==> config.mk <==
export PLATFORM = sky130hd
export DESIGN_NAME = div64s_iter
export DESIGN_NICKNAME = d
export VERILOG_FILES = /design/src/rtl/div64s_iter.sv
export SDC_FILE = /design/constraint.sdc
export NUM_CORES = 1
export LEC_CHECK = 0
export ABC_AREA = 1
export CAP_MARGIN = 10
export CORE_MARGIN = 4
export CORE_UTILIZATION = 30
export CTS_CLUSTER_SIZE = 16
export DETAILED_ROUTE_END_ITERATION = 8
export GPL_ROUTABILITY_DRIVEN = 0
export SYNTH_ARGS = -nofsm -noshare
export SYNTH_HDL_FRONTEND = slang
export SYNTH_SLANG_ARGS = --single-unit
==> constraint.sdc <==
create_clock -name clk_i -period 7.55 [get_ports clk_i]
set_clock_uncertainty 0.1 [all_clocks]
set_input_delay 0.755 -clock clk_i [delete_from_list [all_inputs] [get_ports clk_i]]
set_output_delay 0.755 -clock clk_i [all_outputs]
set_load 0.05 [all_outputs]
==> src/rtl/div64s_iter.sv <==
// Sequential signed divider: 2*WIDTH-bit dividend by WIDTH-bit divisor, radix-2 restoring.
// Fixed latency of WIDTH+2 cycles from accept to out_valid, valid/ready on both sides.
module div64s_iter #(
    parameter int unsigned WIDTH = 32
) (
    input  logic               clk_i,
    input  logic               rst_ni,
    input  logic               in_valid_i,
    output logic               in_ready_o,
    input  logic [2*WIDTH-1:0] dividend_i,
    input  logic [WIDTH-1:0]   divisor_i,
    output logic               out_valid_o,
    input  logic               out_ready_i,
    output logic [WIDTH-1:0]   quotient_o,
    output logic [WIDTH-1:0]   remainder_o,
    output logic               overflow_o,
    output logic               div_by_zero_o
);

    localparam int unsigned CntW = (WIDTH > 1) ? $clog2(WIDTH) : 1;
    localparam logic [CntW-1:0] LastCnt = CntW'(WIDTH - 1);
    localparam logic [WIDTH-1:0] MinMag = {1'b1, {(WIDTH-1){1'b0}}};

    typedef enum logic [2:0] {StIdle, StPrep, StIter, StFix, StDone} state_e;

    state_e               state_q, state_d;
    logic [2*WIDTH-1:0]   dvd_q, dvd_d;
    logic [WIDTH-1:0]     dvs_q, dvs_d;
    logic [WIDTH-1:0]     dmag_q, dmag_d;
    logic [WIDTH-1:0]     rem_q, rem_d;
    logic [WIDTH-1:0]     shreg_q, shreg_d;
    logic [CntW-1:0]      cnt_q, cnt_d;
    logic                 pre_ovf_q, pre_ovf_d;
    logic                 dbz_q, dbz_d;
    logic [WIDTH-1:0]     quot_q, quot_d;
    logic [WIDTH-1:0]     remo_q, remo_d;
    logic                 ovf_q, ovf_d;
    logic                 dbz_out_q, dbz_out_d;

    logic [2*WIDTH-1:0]   dvd_mag;
    logic [WIDTH-1:0]     dvs_mag;
    logic [WIDTH:0]       rem_sh;
    logic [WIDTH:0]       trial;
    logic                 qbit;
    logic                 qneg;
    logic                 rneg;
    logic [WIDTH-1:0]     q_signed;
    logic [WIDTH-1:0]     r_signed;
    logic                 fix_ovf;

    always_comb begin
        dvd_mag  = dvd_q[2*WIDTH-1] ? -dvd_q : dvd_q;
        dvs_mag  = dvs_q[WIDTH-1] ? -dvs_q : dvs_q;
        rem_sh   = {rem_q, shreg_q[WIDTH-1]};
        // A set carry-out bit in rem_sh means it already exceeds any WIDTH-bit divisor.
        trial    = {1'b0, rem_sh[WIDTH-1:0]} - {1'b0, dmag_q};
        qbit     = rem_sh[WIDTH] | ~trial[WIDTH];
        qneg     = dvd_q[2*WIDTH-1] ^ dvs_q[WIDTH-1];
        rneg     = dvd_q[2*WIDTH-1];
        q_signed = qneg ? -shreg_q : shreg_q;
        r_signed = rneg ? -rem_q : rem_q;
        fix_ovf  = pre_ovf_q | (~qneg & shreg_q[WIDTH-1]) | (qneg & (shreg_q > MinMag));
    end

    always_comb begin
        state_d   = state_q;
        dvd_d     = dvd_q;
        dvs_d     = dvs_q;
        dmag_d    = dmag_q;
        rem_d     = rem_q;
        shreg_d   = shreg_q;
        cnt_d     = cnt_q;
        pre_ovf_d = pre_ovf_q;
        dbz_d     = dbz_q;
        quot_d    = quot_q;
        remo_d    = remo_q;
        ovf_d     = ovf_q;
        dbz_out_d = dbz_out_q;
        unique case (state_q)
            StIdle: begin
                if (in_valid_i) begin
                    dvd_d   = dividend_i;
                    dvs_d   = divisor_i;
                    state_d = StPrep;
                end
            end
            StPrep: begin
                dmag_d    = dvs_mag;
                dbz_d     = (dvs_q == '0);
                pre_ovf_d = (dvd_mag[2*WIDTH-1:WIDTH] >= dvs_mag);
                rem_d     = dvd_mag[2*WIDTH-1:WIDTH];
                shreg_d   = dvd_mag[WIDTH-1:0];
                cnt_d     = '0;
                state_d   = StIter;
            end
            StIter: begin
                rem_d   = qbit ? trial[WIDTH-1:0] : rem_sh[WIDTH-1:0];
                shreg_d = {shreg_q[WIDTH-2:0], qbit};
                cnt_d   = cnt_q + 1'b1;
                if (cnt_q == LastCnt) begin
                    state_d = StFix;
                end
            end
            StFix: begin
                if (dbz_q) begin
                    quot_d    = '0;
                    remo_d    = '0;
                    ovf_d     = 1'b0;
                    dbz_out_d = 1'b1;
                end else if (fix_ovf) begin
                    quot_d    = '0;
                    remo_d    = '0;
                    ovf_d     = 1'b1;
                    dbz_out_d = 1'b0;
                end else begin
                    quot_d    = q_signed;
                    remo_d    = r_signed;
                    ovf_d     = 1'b0;
                    dbz_out_d = 1'b0;
                end
                state_d = StDone;
            end
            StDone: begin
                if (out_ready_i) begin
                    state_d = StIdle;
                end
            end
            default: state_d = StIdle;
        endcase
    end

    always_ff @(posedge clk_i or negedge rst_ni) begin
        if (!rst_ni) begin
            state_q   <= StIdle;
            dvd_q     <= '0;
            dvs_q     <= '0;
            dmag_q    <= '0;
            rem_q     <= '0;
            shreg_q   <= '0;
            cnt_q     <= '0;
            pre_ovf_q <= 1'b0;
            dbz_q     <= 1'b0;
            quot_q    <= '0;
            remo_q    <= '0;
            ovf_q     <= 1'b0;
            dbz_out_q <= 1'b0;
        end else begin
            state_q   <= state_d;
            dvd_q     <= dvd_d;
            dvs_q     <= dvs_d;
            dmag_q    <= dmag_d;
            rem_q     <= rem_d;
            shreg_q   <= shreg_d;
            cnt_q     <= cnt_d;
            pre_ovf_q <= pre_ovf_d;
            dbz_q     <= dbz_d;
            quot_q    <= quot_d;
            remo_q    <= remo_d;
            ovf_q     <= ovf_d;
            dbz_out_q <= dbz_out_d;
        end
    end

    assign in_ready_o    = (state_q == StIdle);
    assign out_valid_o   = (state_q == StDone);
    assign quotient_o    = quot_q;
    assign remainder_o   = remo_q;
    assign overflow_o    = ovf_q;
    assign div_by_zero_o = dbz_out_q;

endmodule

==> impl_metrics.yaml <==
placement:
  pre_cts_ws_ns: 3.91
  io_buffers: 167
  dp_hpwl_mm: 52.8
drt:
  dr.first_iter.drc_count: 2018
  wirelength_mm: 66.7
  num_vias: 18500
  wl_per_cell_um: 17.8
  antenna_left: 0
  drcViolationCount: 0
  first_pass_iters: 6
  via_per_inst: 4.95
worst_setup_path:
  path_class: "reg2reg"
  rrSetupSlack_ns: 3.87
  rr_startpoint: "dvs_q[31]"
  cp.arrival_ns: 4.03
  reg2regPathDepth: 10
  r2r_end: "remainder_o[25]"
  startpoint_type: "register"
  crit_start: "dvs_q[31]"
  cp.required_ns: 7.91
  worstSetupEndpoint: "remainder_o[25]"
  path_max_fanout: 42
  critPathCaptureType: "register"
die:
  start_util_pct: 30.4
  core_area_um2: 61900
  die_h_um: 258
  dieArea_um2: 66800
  io_pins: 168
  fp-row-count: 91
  die_x_um: 258
layout:
  syn2layout_area_growth_pct: 18.9
  final_nets: 3053
  drive_gt1_share_pct: 4.79
  fill_cells: 6721
  n_antenna_cell: 0
  finish.utilization_pct: 36.1
power_and_ir_drop:
  cellPowerDensity_nw_per_um2: 540
  ir_drop_mv: 0.214
  p_leak_uw: 0.0108
  p_total_uw: 12100
synthesis:
  ys.flop_type: "dfrtp_1"
  synth_area_um2: 18800
  post-synth-top-count-cell: "nand2_1"
  synth-edff-count: 0
  synth_top_cell_area_share_pct: 35.7
  ys_seq_area_share_pct: 35.7
  synthTopCellsByArea: "dfrtp_1 36%, nand2_1 16%, nor2_1 7.4%"
  synthCells: 2758
  syn_avg_cell_area_um2: 6.82
  synthesis.nets: 2929
  ys_ff_latch: 268
  synth.distinct_cells: 51
  yosys_warnings: 0
  yosysTopAreaCell: "dfrtp_1"
  async_flop_share_pct: 100
  synth_common_cells: "783 x nand2_1, 371 x nor2_1, 321 x inv_1, 268 x dfrtp_1, 217 x nand3_1"
clock_network:
  cts_tree: "built"
  ctsHoldBuffers: 0
  insertion_delay_ns: 0.58
  cts_root_buffer: "clkbuf_16"
  cts_htree_levels: 1
  cts_sinks: 268
  cts_setup_buffers: 0
  cts_resized: 0
  clkTransAtPathRegs_ns: 0.06
  clk_path_buf_depth: 3
  cts_buffers: 31
sta:
  rsz0062_at_grt: "no"
  setup_viol: 0
  fin_crit_sh_pct: 48.7
  fin_ws_ns: 3.87
  worst_pin_slew_ns: 1.05
  hold_viol: 0
  slew_violations: 0
  tns_ns: 0
  fmax_mhz: 272
  max_slew_margin_pct: 30.0
  finalCriticalPeriod_ns: 3.68
run:
  drv_cap: 0
global_routing:
  grt_pass1_vias: 17400
  grt-ovfl-total: 0
  grt_max_degree: 127
  grt_pass1_wl_mm: 102
  grt_antenna_before_repair: 0
  grt_usage_pct: 19.3
outcome:
  outcome: "finished clean"
worst_hold_path:
  hold_path_class: "in2async"
-- worst min-delay path by stage --
stage,to,cells after the start,slack (ns),startpoint
finish,quotient_o[18],1,0.09,rst_ni
global route,quotient_o[18],1,0.13,rst_ni
global placement,state_q[0],1,0.35,state_q[0]
floorplan,state_q[0],1,0.33,state_q[0]
CTS,quotient_o[18],1,0.1,rst_ni
detailed placement,state_q[0],1,0.35,state_q[0]
-- power breakdown --
group | switching (µW) | leakage (µW) | internal (µW)
logic | 5140 | 0.00698 | 2410
clock network | 616 | 0.000547 | 1060
registers | 749 | 0.00324 | 2110
-- area by class of cell --
type / count / area [µm²] / share of cell area [%]
Timing Repair Buffer: 179 / 1780 / 7.96
Clock buffer: 41 / 853 / 3.82
Multi-Input combinational cell: 2064 / 10400 / 46.6
Sequential cell: 268 / 6710 / 30.0
Clock inverter: 14 / 275 / 1.23
Inverter: 338 / 1270 / 5.67
Tap cell: 837 / 1050 / 4.68
-- flip-flops by register name (all words and copies together), names as in the netlist, 3 cells and up --
register     cells
cnt_q            5
dmag_q          32
dvd_q           64
dvs_q           32
quotient_o      32
rem_q           32
remainder_o     32
shreg_q         32
state_q          3
-- per-layer routing --
| layer | vias up | wire length, µm | share of wire (%) | global-route usage [%] |
|---|---|---|---|---|
| li1 | 9063 | - | - | - |
| met1 | 8640 | 30500 | 46 | 28.4 |
| met2 | 717 | 29300 | 44 | 30.4 |
| met3 | 100 | 5030 | 7.5 | 2.44 |
| met4 | 0 | 1820 | 2.7 | 4.48 |
| met5 | - | 0 | 0 | 0 |
-- worst max-delay path, cell delays in order, from the launching register on --
cell and delay [ns]:
dfrtp_1 1.04, inv_1 0.43, nand2_1 0.17, nand2_2 0.18
inv_2 0.40, nand3_1 0.17, nand3_2 0.08, buf_4 0.39
inv_2 0.29, o21ai_0 0.17, nand2_1 0.07
-- cells in the final DEF (no fill, tap or decap), drive strengths merged, types with 2 or more instances in the layout --
cell type / synthesis / layout
o21bai: 11 / 11
and2: 8 / 8
o31ai: 3 / 3
bufinv: 0 / 8
clkbuf: 41 / 41
mux2: 22 / 22
nand3: 221 / 221
o22ai: 8 / 8
nand4: 24 / 24
inv: 336 / 336
nand3b: 12 / 12
o21a: 3 / 3
xor2: 99 / 99
nor4: 5 / 5
a31oi: 2 / 2
a22o: 3 / 3
a21boi: 9 / 9
a22oi: 2 / 2
or2: 5 / 5
nor3: 27 / 27
buf: 47 / 13
a21oi: 143 / 143
o21ai: 154 / 154
o221ai: 24 / 24
clkinvlp: 0 / 2
xnor2: 20 / 20
ha: 70 / 70
nand2: 791 / 791
clkdlybuf4s50: 0 / 166
nor2: 388 / 388
dfrtp: 268 / 268
o211ai: 6 / 6
clkinv: 2 / 6
-- metrics by stage --
step	std cells	hold WS, ns	instance area [µm²]
3_3_place_gp	3686	0.345	21200
2_1_floorplan	2758	0.330	18800
5_1_grt	3741	0.129	22400
4_1_cts	3741	0.0989	22400
6_report	3741	0.0887	22400
3_5_place_dp	3686	0.348	21200
-- kinds of logic after synthesis --
kind of cell | share of synthesized area (%)
AO/OA/AOI/OAI | 11.0
XOR/XNOR | 5.54
adder cells (fa/ha/maj) | 4.76
buffers and inverters | 8.92
flip-flops | 35.7
multiplexers | 1.37
AND/OR/NAND/NOR | 32.8
(Power assumes the default switching activity.)
